[src/rtl/ddr3_rd_sched_pkg.sv]
// ddr3_rd_sched_pkg: shared ddr3 read-scheduler state encodings and beat-to-address step.
package ddr3_rd_sched_pkg;

    localparam logic [1:0] S_IDLE = 2'd0;
    localparam logic [1:0] S_CHK  = 2'd1;
    localparam logic [1:0] S_REQ  = 2'd2;
    localparam logic [1:0] S_WAIT = 2'd3;

    // one beat spans eight DQ-wide words; at 16-bit DQ that is dq_width/2
    localparam int BEAT_WORD_DIV = 2;

    function automatic int addr_step(input int dq_width);
        return dq_width / BEAT_WORD_DIV;
    endfunction

endpackage

[src/rtl/ddr3_rd_credit.sv]
// ddr3_rd_credit: downstream FIFO slot credit; +1 per pop, -amt per take, clamped at FIFO_DEPTH.
module ddr3_rd_credit #(
    parameter int CNT_W      = 20,
    parameter int FIFO_DEPTH = 512
) (
    input  logic             clk,
    input  logic             rst_n,
    input  logic             pop,
    input  logic             take,
    input  logic [CNT_W:0]   amt,
    output logic [CNT_W:0]   credit
);
    localparam logic [CNT_W:0] FULL = (CNT_W+1)'(FIFO_DEPTH);

    logic [CNT_W+1:0] sum;

    // the scheduler only takes when credit covers amt, so sum never underflows
    assign sum = {1'b0, credit} + (CNT_W+2)'(pop) - (take ? {1'b0, amt} : '0);

    always_ff @(posedge clk or negedge rst_n) begin
        if (!rst_n)
            credit <= FULL;
        else
            credit <= (sum > {1'b0, FULL}) ? FULL : sum[CNT_W:0];
    end

endmodule

[src/rtl/ddr3_rd_sched.sv]
// ddr3_rd_sched: splits a frame read into credit-gated DDR3 bursts, one request outstanding.
module ddr3_rd_sched
    import ddr3_rd_sched_pkg::*;
#(
    parameter int         CTRL_ADDR_WIDTH = 28,
    parameter int         MEM_DQ_WIDTH    = 16,
    parameter int         BURST_LEN       = 16,
    parameter int         FIFO_DEPTH      = 512,
    parameter int         CNT_W           = 20,
    parameter logic [3:0] AXI_ID          = 4'd0
) (
    input  logic                       clk,
    input  logic                       rst_n,
    input  logic                       start,
    input  logic [CTRL_ADDR_WIDTH-1:0] frame_base,
    input  logic [CNT_W-1:0]           frame_beats,
    input  logic                       fifo_pop,
    output logic                       read_en,
    output logic [CTRL_ADDR_WIDTH-1:0] ddr3_rd_addr,
    output logic [3:0]                 ddr3_axi_id,
    output logic [3:0]                 ddr3_axi_len,
    output logic                       ddr3_axi_ap,
    input  logic                       read_done_p,
    input  logic                       ddr3_rd_valid,
    output logic                       busy,
    output logic                       frame_done
);
    localparam int ADDR_STEP = addr_step(MEM_DQ_WIDTH);

    logic [1:0]                 state;
    logic [CTRL_ADDR_WIDTH-1:0] addr_ptr;
    logic [CNT_W-1:0]           remain;
    logic [CNT_W-1:0]           beats_q;
    logic [CNT_W-1:0]           rx_cnt;
    logic [4:0]                 blen;
    logic [4:0]                 blen_q;
    logic [CNT_W:0]             credit;
    logic                       take;

    assign blen        = (remain >= CNT_W'(BURST_LEN)) ? 5'(BURST_LEN) : remain[4:0];
    assign take        = (state == S_REQ) && read_done_p;
    assign busy        = (state != S_IDLE);
    assign frame_done  = (state == S_WAIT) && (rx_cnt == beats_q);
    assign ddr3_axi_id = AXI_ID;
    assign ddr3_axi_ap = 1'b0;

    ddr3_rd_credit #(
        .CNT_W      (CNT_W),
        .FIFO_DEPTH (FIFO_DEPTH)
    ) u_credit (
        .clk    (clk),
        .rst_n  (rst_n),
        .pop    (fifo_pop),
        .take   (take),
        .amt    ((CNT_W+1)'(blen_q)),
        .credit (credit)
    );

    always_ff @(posedge clk or negedge rst_n) begin
        if (!rst_n) begin
            state        <= S_IDLE;
            read_en      <= 1'b0;
            ddr3_rd_addr <= '0;
            ddr3_axi_len <= '0;
            addr_ptr     <= '0;
            remain       <= '0;
            beats_q      <= '0;
            rx_cnt       <= '0;
            blen_q       <= '0;
        end else begin
            if (state != S_IDLE && ddr3_rd_valid)
                rx_cnt <= rx_cnt + 1'b1;
            case (state)
                S_IDLE: if (start) begin
                    addr_ptr <= frame_base;
                    remain   <= frame_beats;
                    beats_q  <= frame_beats;
                    rx_cnt   <= '0;
                    state    <= S_CHK;
                end
                S_CHK: if (remain == '0) begin
                    state <= S_WAIT;
                end else if (credit >= (CNT_W+1)'(blen)) begin
                    read_en      <= 1'b1;
                    ddr3_rd_addr <= addr_ptr;
                    ddr3_axi_len <= 4'(blen - 5'd1);
                    blen_q       <= blen;
                    state        <= S_REQ;
                end
                S_REQ: if (read_done_p) begin
                    read_en  <= 1'b0;
                    remain   <= remain - CNT_W'(blen_q);
                    addr_ptr <= addr_ptr + CTRL_ADDR_WIDTH'(blen_q) * CTRL_ADDR_WIDTH'(ADDR_STEP);
                    state    <= S_CHK;
                end
                default: if (frame_done) state <= S_IDLE;
            endcase
        end
    end

endmodule

[config.mk]
export PLATFORM = sky130hd
export DESIGN_NAME = ddr3_rd_sched
export DESIGN_NICKNAME = d
export VERILOG_FILES = /design/src/rtl/ddr3_rd_sched_pkg.sv /design/src/rtl/ddr3_rd_credit.sv /design/src/rtl/ddr3_rd_sched.sv
export SDC_FILE = /design/constraint.sdc
export NUM_CORES = 1
export LEC_CHECK = 0
export ABC_CLOCK_PERIOD_IN_PS = 7440
export CORE_UTILIZATION = 45
export DETAILED_ROUTE_END_ITERATION = 6
export DONT_BUFFER_PORTS = 1
export PLACE_DENSITY_LB_ADDON = 0.25
export SLEW_MARGIN = 15
export SYNTH_ARGS = -nofsm -noshare
export SYNTH_HDL_FRONTEND = slang
export SYNTH_SLANG_ARGS = --single-unit
[constraint.sdc]
create_clock -name clk -period 7.44 [get_ports clk]
set_input_delay 1.488 -clock clk [delete_from_list [all_inputs] [get_ports clk]]
set_output_delay 1.488 -clock clk [all_outputs]
set_load 0.01 [all_outputs]
==> results by group <==
Outcome
  • Status: completed

GRT
  • Number of global-route vias before repair: 7288
  • Initial antenna violation count: 0
  • First-pass GRT wire length: 38.1 mm
  • Gr ovfl total: 0
  • GRT Resource Usage Total: 22.5%
  • Largest net degree at the start of global routing: 150

Finish
  • Final nets: 1132
  • ANT cells: 0
  • Area of the multi-input gates: between 5000 and 6000 um^2
  • Register area: about 3700 um^2
  • Layout cells sized above 1: under 10%
  • FILL cells: 1887
  • Layout area overhead: 8.68%

Power
  • Pleak: between 4 and 5 nW
  • Peak VDD IR: ~0.00019 V
  • Total power: 3.43 mW
  • Power density over cell area: ~340 nW/um^2

Drt
  • Vias per std cell: around 5.6
  • DRT Pass-1 Iters: 6
  • Final ANT Viol Nets: 0
  • Detailed Route WL: 23.0 mm
  • DRC Markers: 0
  • Initial drt markers: 469
  • Detailed-route via count: 7287
  • Drt wl/cell: 17.8 um

Logic synthesis
  • Async SR Flop Fraction: 100%
  • Distinct cells, synth: between 70 and 80
  • Top cell type by total area after synthesis: dfrtp_1
  • Sequential fraction of the synthesis area: around 40%
  • Synth Register Bits: approximately 150
  • Top cells by area, synth: dfrtp_1 (40%), ha_1 (8.3%), nand2_1 (5.7%), a21oi_1 (4.6%), mux2_4 (3.7%)
  • Synth Flop Type: dfrtp_1
  • Cells after Synth: just over 1000
  • Mean Syn Cell Area: between 9 and 10 um^2
  • Post-synth EDFFs: 0
  • Synthesized area: between 9000 and 10000 um^2
  • Share of the synthesized area in the top cell type: 40.2%
  • Yosys warns: 0

Clock network
  • Clk slew on worst S/H paths: approximately 70 ps
  • Total CTS buffers: 17
  • Deepest clock path buffer count: 2
  • Clock root buffer: clkbuf_16
  • CTS tree: done
  • Clock latency on the worst-skew pair: about 430 ps
  • CTS Sinks: approximately 150
  • Cts hold-fix bufs: 0
  • Post-CTS Setup Bufs: 0
  • H-tree depth: 4
  • Post-CTS sizing: 0

Setup path
  • WS Path Type: reg2reg
  • Worst EP required: around 7800 ps
  • Critical Path AT: around 5000 ps
  • Crit-path max cell delay: 750 ps
  • Worst-path fanout max: 26
  • Crit. End Element: register
  • Crit-path leading delay family: simple AND/OR/NAND/NOR gates
  • Crit-path cells: nor4_4 > nor4b_4 > nand2_2 > nor4_4 > nand2_1 > ha_1 > nor2b_1 > o21a_1 > o21a_1 > o21a_1 > o21ai_0 > a21boi_4 > buf_4 > mux2_4
  • Crit-path slowest cell: a21boi_4
  • Startpoint Class: register
  • CP bufs+invs: 1
  • Most used cell, CP: o21a_1

Timing
  • Final setup TNS: 0 ps
  • Clock skew: 14.2 ps
  • Max-slew headroom: between 40% and 50%
  • Final Max Slew Viols: 0
  • Max Freq: between 0.2 and 0.25 GHz
  • RSZ-0062 raised after global routing: false
  • Endpoints failing setup: 0
  • Final clock period utilization by the worst path: about 62%
  • Tmin final: 4640 ps
  • Worst slew pin tran: around 890 ps
  • Hold Fails Final Rpt: 0

Floorplanning
  • Die width: between 100 and 150 um
  • # rows: 51
  • I/O pin count: between 90 and 100
  • Placeable Area: 19800 um^2
  • Die area: around 21000 um^2
  • Initial Util: between 40 and 50%
  • Die height: roughly 150 um

Worst hold path
  • Hold WC Path Type: reg2reg

Placement
  • Final HPWL DP: roughly 17 mm
  • RD Place Congestion: approximately 0.87
  • PortBufs: 0

Flow run
  • Max cap viols: 0
-- cells in the mapped netlist, types with 6 or more instances --
| cell | number |
|---|---|
| a211oi_1 | 9 |
| a21o_1 | 8 |
| a21oi_1 | 84 |
| a31oi_1 | 7 |
| and3_1 | 10 |
| clkbuf_1 | 35 |
| dfrtp_1 | 148 |
| ha_1 | 61 |
| inv_1 | 57 |
| mux2_2 | 7 |
| mux2_4 | 23 |
| mux2i_1 | 6 |
| nand2_1 | 140 |
| nand2b_1 | 6 |
| nand3_1 | 29 |
| nand4_1 | 21 |
| nor2_1 | 82 |
| nor2b_1 | 19 |
| nor3_1 | 20 |
| nor4_1 | 11 |
| o21a_1 | 7 |
| o21ai_0 | 61 |
| o22a_1 | 6 |
| o22ai_1 | 13 |
| o31ai_1 | 6 |
| or3_1 | 8 |
| xnor2_1 | 25 |
| xor2_1 | 17 |
-- layer usage --
metal | vias up | track usage, % | wire [um]
met5 | - | 0 | 0
met4 | 0 | 7.00 | 399
met3 | 24 | 6.82 | 1380
met2 | 132 | 36.4 | 10600
met1 | 3558 | 28.8 | 10600
li1 | 3573 | - | -
-- cell usage in the layout, fill, tap and decap left out, types with 9 or more instances in the layout --
| cell | instances |
|---|---|
| nand4_1 | 21 |
| nor4_1 | 11 |
| o21ai_0 | 61 |
| xor2_1 | 17 |
| nor3_1 | 20 |
| a211oi_1 | 9 |
| and3_1 | 10 |
| ha_1 | 61 |
| o22ai_1 | 13 |
| nor2_1 | 81 |
| xnor2_1 | 25 |
| mux2_4 | 23 |
| nand3_1 | 29 |
| nand2_1 | 140 |
| clkbuf_16 | 17 |
| a21oi_1 | 84 |
| inv_1 | 57 |
| nor2b_1 | 18 |
| conb_1 | 16 |
| dfrtp_1 | 148 |
-- state kept, by name (all words and copies together) (netlist names) --
signal / flops
addr_ptr: 28
beats_q: 20
blen_q: 5
ddr3_axi_len: 4
ddr3_rd_addr: 28
read_en: 1
remain: 20
rx_cnt: 20
state: 2
u_credit.credit: 21
-- stage by stage --
stage / worst slack, ps / instances / util [%] / hold slack (ps) / instance area [um^2]
floorplan: 3010 / 1034 / - / 440 / 9270
global placement: 2710 / 1260 / 47.8 / 457 / 9460
detailed placement: 2610 / 1260 / 47.8 / 461 / 9460
CTS: 2770 / 1292 / 50.6 / 477 / 10000
global route: 2440 / 1292 / 50.6 / 508 / 10000
finish: 2800 / 1292 / 50.6 / 478 / 10000
-- cell families (layout without fill, tap and decap cells) --
kind of cell               after synthesis  in the layout  share of synthesized area, %
AOI/OAI and AO/OA                      250            250                          16.9
adders and majority gates               64             64                          8.94
muxes                                   36             36                          5.26
xor gates and xnor gates                42             42                          3.99
buffers and inverters                  104             97                          4.74
other                                    1             16                        0.0407
and+or+nand+nor                        373            373                          19.6
DFF                                    149            149                          40.5
-- worst min-delay path, cell delays in order, from the launching register on --
cell and delay, ps:
dfrtp_1 340, nand2_1 50, nand2_1 60
-- path summary, 6_finish.rpt --
kind	start	end	slack, ps	cells past startpoint
worst min-delay path	addr_ptr[2]$_DFFE_PN0P_	addr_ptr[2]$_DFFE_PN0P_	480	2
max in group asynchronous	rst_n	u_credit.credit[9]$_DFF_PN1_	6380	0
worst max-delay path	remain[8]$_DFFE_PN0P_	ddr3_rd_addr[19]$_DFFE_PN0P_	2800	14
min in group asynchronous	rst_n	rx_cnt[9]$_DFF_PN0_	750	0
worst max register to register	remain[8]$_DFFE_PN0P_	ddr3_rd_addr[19]$_DFFE_PN0P_	2800	14
worst min register to register	addr_ptr[2]$_DFFE_PN0P_	addr_ptr[2]$_DFFE_PN0P_	480	2
-- where the power goes --
group	total [mW]	internal [mW]	switching (mW)
sequential	1.40	1.09	0.313
combinational	1.22	0.542	0.681
clock	0.809	0.435	0.374
total	3.43	2.06	1.37
-- area by class of cell --
class                   count  area share [%]
multi-input cells         781            51.2
repair buffers              8           0.600
well taps                 265            3.31
clock buffers              17            4.25
clock inverters            15            1.22
inverters                  57            2.14
flip-flops and latches    149            37.3
No activity file was read; power rests on OpenSTA's default activity.
